File: src/rtl/target_generator.sv
// Food-target generator: picks a new in-field cell by rejection sampling two
// free-running LFSRs after each eat, and keeps a saturating score.
module target_generator #(
    parameter int          MaxX         = 159,
    parameter int          MaxY         = 119,
    parameter int          INIT_X       = 40,
    parameter int          INIT_Y       = 30,
    parameter logic [7:0]  SEED_H       = 8'hA5,
    parameter logic [6:0]  SEED_V       = 7'h2B,
    parameter int          SEARCH_LIMIT = 63
) (
    input  logic       CLK,
    input  logic       RESET,
    input  logic [1:0] MSM_STATE,
    input  logic       TARGET_REACHED,
    output logic [7:0] TARGET_ADDR_H,
    output logic [6:0] TARGET_ADDR_V,
    output logic       TARGET_VALID,
    output logic [7:0] SCORE
);
    localparam int CLOG = $clog2(SEARCH_LIMIT + 1);
    localparam int CW   = (CLOG > 6) ? CLOG : 6;

    localparam logic [7:0]    MAX_H = 8'(MaxX);
    localparam logic [6:0]    MAX_V = 7'(MaxY);
    localparam logic [7:0]    INI_H = 8'(INIT_X);
    localparam logic [6:0]    INI_V = 7'(INIT_Y);
    localparam logic [CW-1:0] LIMIT = CW'(SEARCH_LIMIT);

    typedef enum logic {IDLE, SEARCH} state_t;

    state_t        state;
    logic [7:0]    lfsr_h;
    logic [6:0]    lfsr_v;
    logic [CW-1:0] search_cnt;
    logic          accept;

    // Candidate is the currently registered LFSR pair; it must land in the field
    // and move the target somewhere new.
    assign accept = (lfsr_h >= 8'd1) && (lfsr_h <= MAX_H) &&
                    (lfsr_v >= 7'd1) && (lfsr_v <= MAX_V) &&
                    !((lfsr_h == TARGET_ADDR_H) && (lfsr_v == TARGET_ADDR_V));

    always_ff @(posedge CLK) begin
        if (RESET) begin
            lfsr_h <= SEED_H;
            lfsr_v <= SEED_V;
        end else begin
            lfsr_h <= {lfsr_h[6:0], lfsr_h[7] ^ lfsr_h[5] ^ lfsr_h[4] ^ lfsr_h[3]};
            lfsr_v <= {lfsr_v[5:0], lfsr_v[6] ^ lfsr_v[5]};
        end
    end

    always_ff @(posedge CLK) begin
        if (RESET || MSM_STATE == 2'b00) begin
            state         <= IDLE;
            TARGET_ADDR_H <= INI_H;
            TARGET_ADDR_V <= INI_V;
            TARGET_VALID  <= 1'b1;
            SCORE         <= 8'd0;
            search_cnt    <= '0;
        end else begin
            case (state)
                IDLE: begin
                    if (MSM_STATE == 2'b01 && TARGET_REACHED) begin
                        state        <= SEARCH;
                        TARGET_VALID <= 1'b0;
                        search_cnt   <= '0;
                        if (SCORE != 8'hFF) SCORE <= SCORE + 8'd1;
                    end
                end
                SEARCH: begin
                    if (accept) begin
                        TARGET_ADDR_H <= lfsr_h;
                        TARGET_ADDR_V <= lfsr_v;
                        TARGET_VALID  <= 1'b1;
                        state         <= IDLE;
                    end else if (search_cnt == LIMIT) begin
                        // Out of attempts: step one cell right, wrapping to column 1.
                        TARGET_ADDR_H <= (TARGET_ADDR_H >= MAX_H) ? 8'd1 : TARGET_ADDR_H + 8'd1;
                        TARGET_VALID  <= 1'b1;
                        state         <= IDLE;
                    end else begin
                        search_cnt <= search_cnt + 1'b1;
                    end
                end
                default: state <= IDLE;
            endcase
        end
    end
endmodule

File: config.mk
export PLATFORM = sky130hd
export DESIGN_NAME = target_generator
export DESIGN_NICKNAME = d
export VERILOG_FILES = /design/src/rtl/target_generator.sv
export SDC_FILE = /design/constraint.sdc
export NUM_CORES = 1
export LEC_CHECK = 0
export ABC_AREA = 1
export CAP_MARGIN = 10
export CORE_MARGIN = 2
export CORE_UTILIZATION = 60
export DETAILED_ROUTE_END_ITERATION = 16
export DONT_BUFFER_PORTS = 1
export PLACE_DENSITY = 0.76
export SLEW_MARGIN = 20
export SYNTH_ARGS = -nofsm -noshare
export SYNTH_HDL_FRONTEND = slang
export SYNTH_SLANG_ARGS = --single-unit
File: constraint.sdc
create_clock -name CLK -period 4.85 [get_ports CLK]
set_input_delay 0.485 -clock CLK [delete_from_list [all_inputs] [get_ports CLK]]
set_output_delay 0.485 -clock CLK [all_outputs]
set_load 0.005 [all_outputs]
==> summary.txt <==
Outcome
  – Status: complete, no violations

Yosys
  – Netlist Area Pre-Place: 2522 um^2
  – Async S/R FF share, synth: 0
  – Mean Syn Cell Area: 6.911 um^2
  – Distinct cells, synth: 37
  – Register area share after synthesis: 0.3651
  – Synth area leaders: dfxtp_1 37%, nand2_1 14%, nor2_1 6.5%
  – Synth warn: 0
  – Synth area leader: dfxtp_1
  – Area share of the leading cell type in the synthesized netlist: 0.3651
  – EDFF count, synth: 0
  – Syn Inst Count: 365
  – Net Count, Synth: 376
  – Synth Register Bits: 46
  – Most common flop cell mapped by yosys: dfxtp_1

Detailed routing
  – Via/cell ratio: 5.413
  – Total wire length: 5406 um
  – Initial DRC count: 177
  – Post-DR wirelength/cell: 12.90 um
  – Antenna-violating nets left: 0
  – Via count: 2268
  – DRT Pass-1 Iters: 4
  – Post-route DRC: 0

Pwr
  – VDD IR max: 0.1604 mV
  – Pwr/cell area: 298.1 nW/um^2
  – LEAKAGE: 1.228 nW

Timing
  – Setup Skew: 0.008316 ns
  – RSZ-0062 raised after global routing: false
  – Fin. Hold Viols: 0
  – Worst-margin pin slew: 0.5663 ns
  – Final period util: 0.3778
  – Max_slew headroom: 0.6190
  – Worst Setup Slack, final: 3.018 ns
  – Count of pins over their slew limit: 0
  – Endpoints failing setup: 0
  – Period minus WS final: 1.832 ns
  – Setup TNS: 0 ns
  – Fmax: 0.5458 GHz

Cells and area
  – Syn-to-layout area delta: 5.506%
  – Commonest non-fill, non-tap cell in the layout: nand2_1
  – Filler cells: 385
  – Fraction of layout cells with a size suffix above 1: 0.1192
  – Net count reported at finish: 379
  – Commonest non-fill, non-tap cells in the layout: 93 x nand2_1, 46 x dfxtp_1, 44 x nor2_1, 40 x inv_1, 25 x nand3_1
  – ANT cells: 0

Placed design
  – Port-buffer cells: 0
  – GP Congestion: 0.8665
  – DP Worst Slack: 3.036 ns
  – HPWL Detailed: 4035 um

Die
  – Die W: 68.84 um
  – Die area: 4739 um^2
  – Row count: 23
  – I/O pin cnt: 29
  – Initial core utilization: 0.6261
  – Die height: 68.84 um
  – Core area: 4029 um^2

GRT
  – GR Overflow Total: 0
  – Largest net degree at the start of global routing: 19
  – Global-route wire length before repair: 8970 um
  – Initial antenna violation count: 0
  – Total GRT Usage: 0.2551
  – Vias in the first global route: 2070

Setup path
  – Cell family with most CP delay: simple AND/OR/NAND/NOR gates
  – Buf/Inv on CP: 1
  – Crit path max fanout: 17
  – CP max stage delay: 0.39 ns
  – Worst path cell trace: inv_1 -> ha_1 -> a21boi_1 -> nand2_1 -> nor2_2 -> nor2_8 -> nand2_8 -> nand2_4 -> nand2_8 -> nand2_2 -> nor2_1 -> nor2_1
  – WP data required: 5.05 ns
  – Slowest cell on the critical path: dfxtp_1
  – Worst setup SP type: flip-flop
  – Crit path capture type: flip-flop
  – Worst EP arrival: 2.04 ns
  – Setup Crit Path Kind: reg2reg

Clock network
  – Post-CTS sizing: 0
  – H-Tree Depth: 2
  – Clk_lat worst skew: 0.31 ns
  – Post-CTS Setup Bufs: 0
  – Clock slew at reported path FFs: 0.09 ns
  – Clock tree buffer depth: 2
  – CTS Sinks: 46
  – CTS Hold Bufs: 0
  – CTS tree: built
  – Num CTS Buffers: 5
  – CTS root buf: clkbuf_8

Worst hold path
  – Hold WC Path Type: in2reg

Job
  – Max-Cap Viols: 0
==> cell usage after synthesis (3+ instances only) <==
cell type / number
o21ai_1: 9
nand3_1: 25
inv_1: 40
ha_1: 6
o21ai_2: 4
nand2_4: 3
a21oi_2: 4
nor2_1: 44
a21oi_1: 22
o21ai_0: 17
nor3b_1: 3
inv_2: 10
dfxtp_1: 46
nand4_1: 8
nor2_2: 4
nand2_1: 93
xnor2_1: 3
==> final cells by class <==
cell class | count | area [um^2] | area share
Multi-Input combinational cell | 263 | 1366 | 0.5134
Sequential cell | 46 | 920.9 | 0.3460
Inverter | 51 | 193.9 | 0.07287
Clock buffer | 6 | 72.57 | 0.02727
Tap cell | 50 | 62.56 | 0.02351
Clock inverter | 2 | 37.54 | 0.01410
Timing Repair Buffer | 1 | 7.507 | 0.002821
==> power by group <==
part | switching [mW] | internal [mW]
combinational | 0.0612 | 0.0317
clock | 0.136 | 0.154
sequential | 0.0193 | 0.391
==> stage by stage <==
stage	cells	util	instance area [um^2]	hold slack [ns]	power, mW
2_1_floorplan	365	-	2522	0.4453	0.4962
3_3_place_gp	411	0.6332	2551	0.4657	0.5103
3_5_place_dp	411	0.6332	2551	0.4682	0.5113
4_1_cts	419	0.6606	2661	0.2239	0.7987
5_1_grt	419	0.6606	2661	0.2215	0.8272
6_report	419	0.6606	2661	0.2313	0.7934
==> registers in the layout, indices dropped and copies added (netlist names) <==
name	count
SCORE	8
lfsr_h	8
state	1
TARGET_ADDR_H	8
lfsr_v	7
TARGET_ADDR_V	7
TARGET_VALID	1
search_cnt	6
==> cell families (layout without fill, tap and decap cells) <==
logic type | count (synthesis) | count (layout) | synth area share
compound gates | 58 | 58 | 0.1290
xor+xnor | 4 | 4 | 0.01389
simple gates | 195 | 195 | 0.3691
flops | 46 | 46 | 0.3651
buf+inv | 56 | 60 | 0.09326
fa+ha+maj | 6 | 6 | 0.02976
==> final timing paths <==
kind,startpoint,end,slack (ns),cells after the start
setup / recovery,lfsr_v[6]$_SDFF_PP0_,search_cnt[0]$_SDFFE_PP0P_,3.02,12
setup reg to reg,lfsr_v[6]$_SDFF_PP0_,search_cnt[0]$_SDFFE_PP0P_,3.02,12
hold reg to reg,SCORE[4]$_SDFFE_PP0P_,SCORE[4]$_SDFFE_PP0P_,0.48,2
hold / removal,RESET,lfsr_h[6]$_SDFF_PP0_,0.23,1
==> layer usage <==
layer,global-route usage,up-vias,wire length (um)
met1,0.3259,1014,2431
met5,0,-,0
met4,0.09069,0,62
met2,0.4111,70,2603
met3,0.07305,6,309
li1,-,1178,-
No activity file was read; power rests on OpenSTA's default activity.
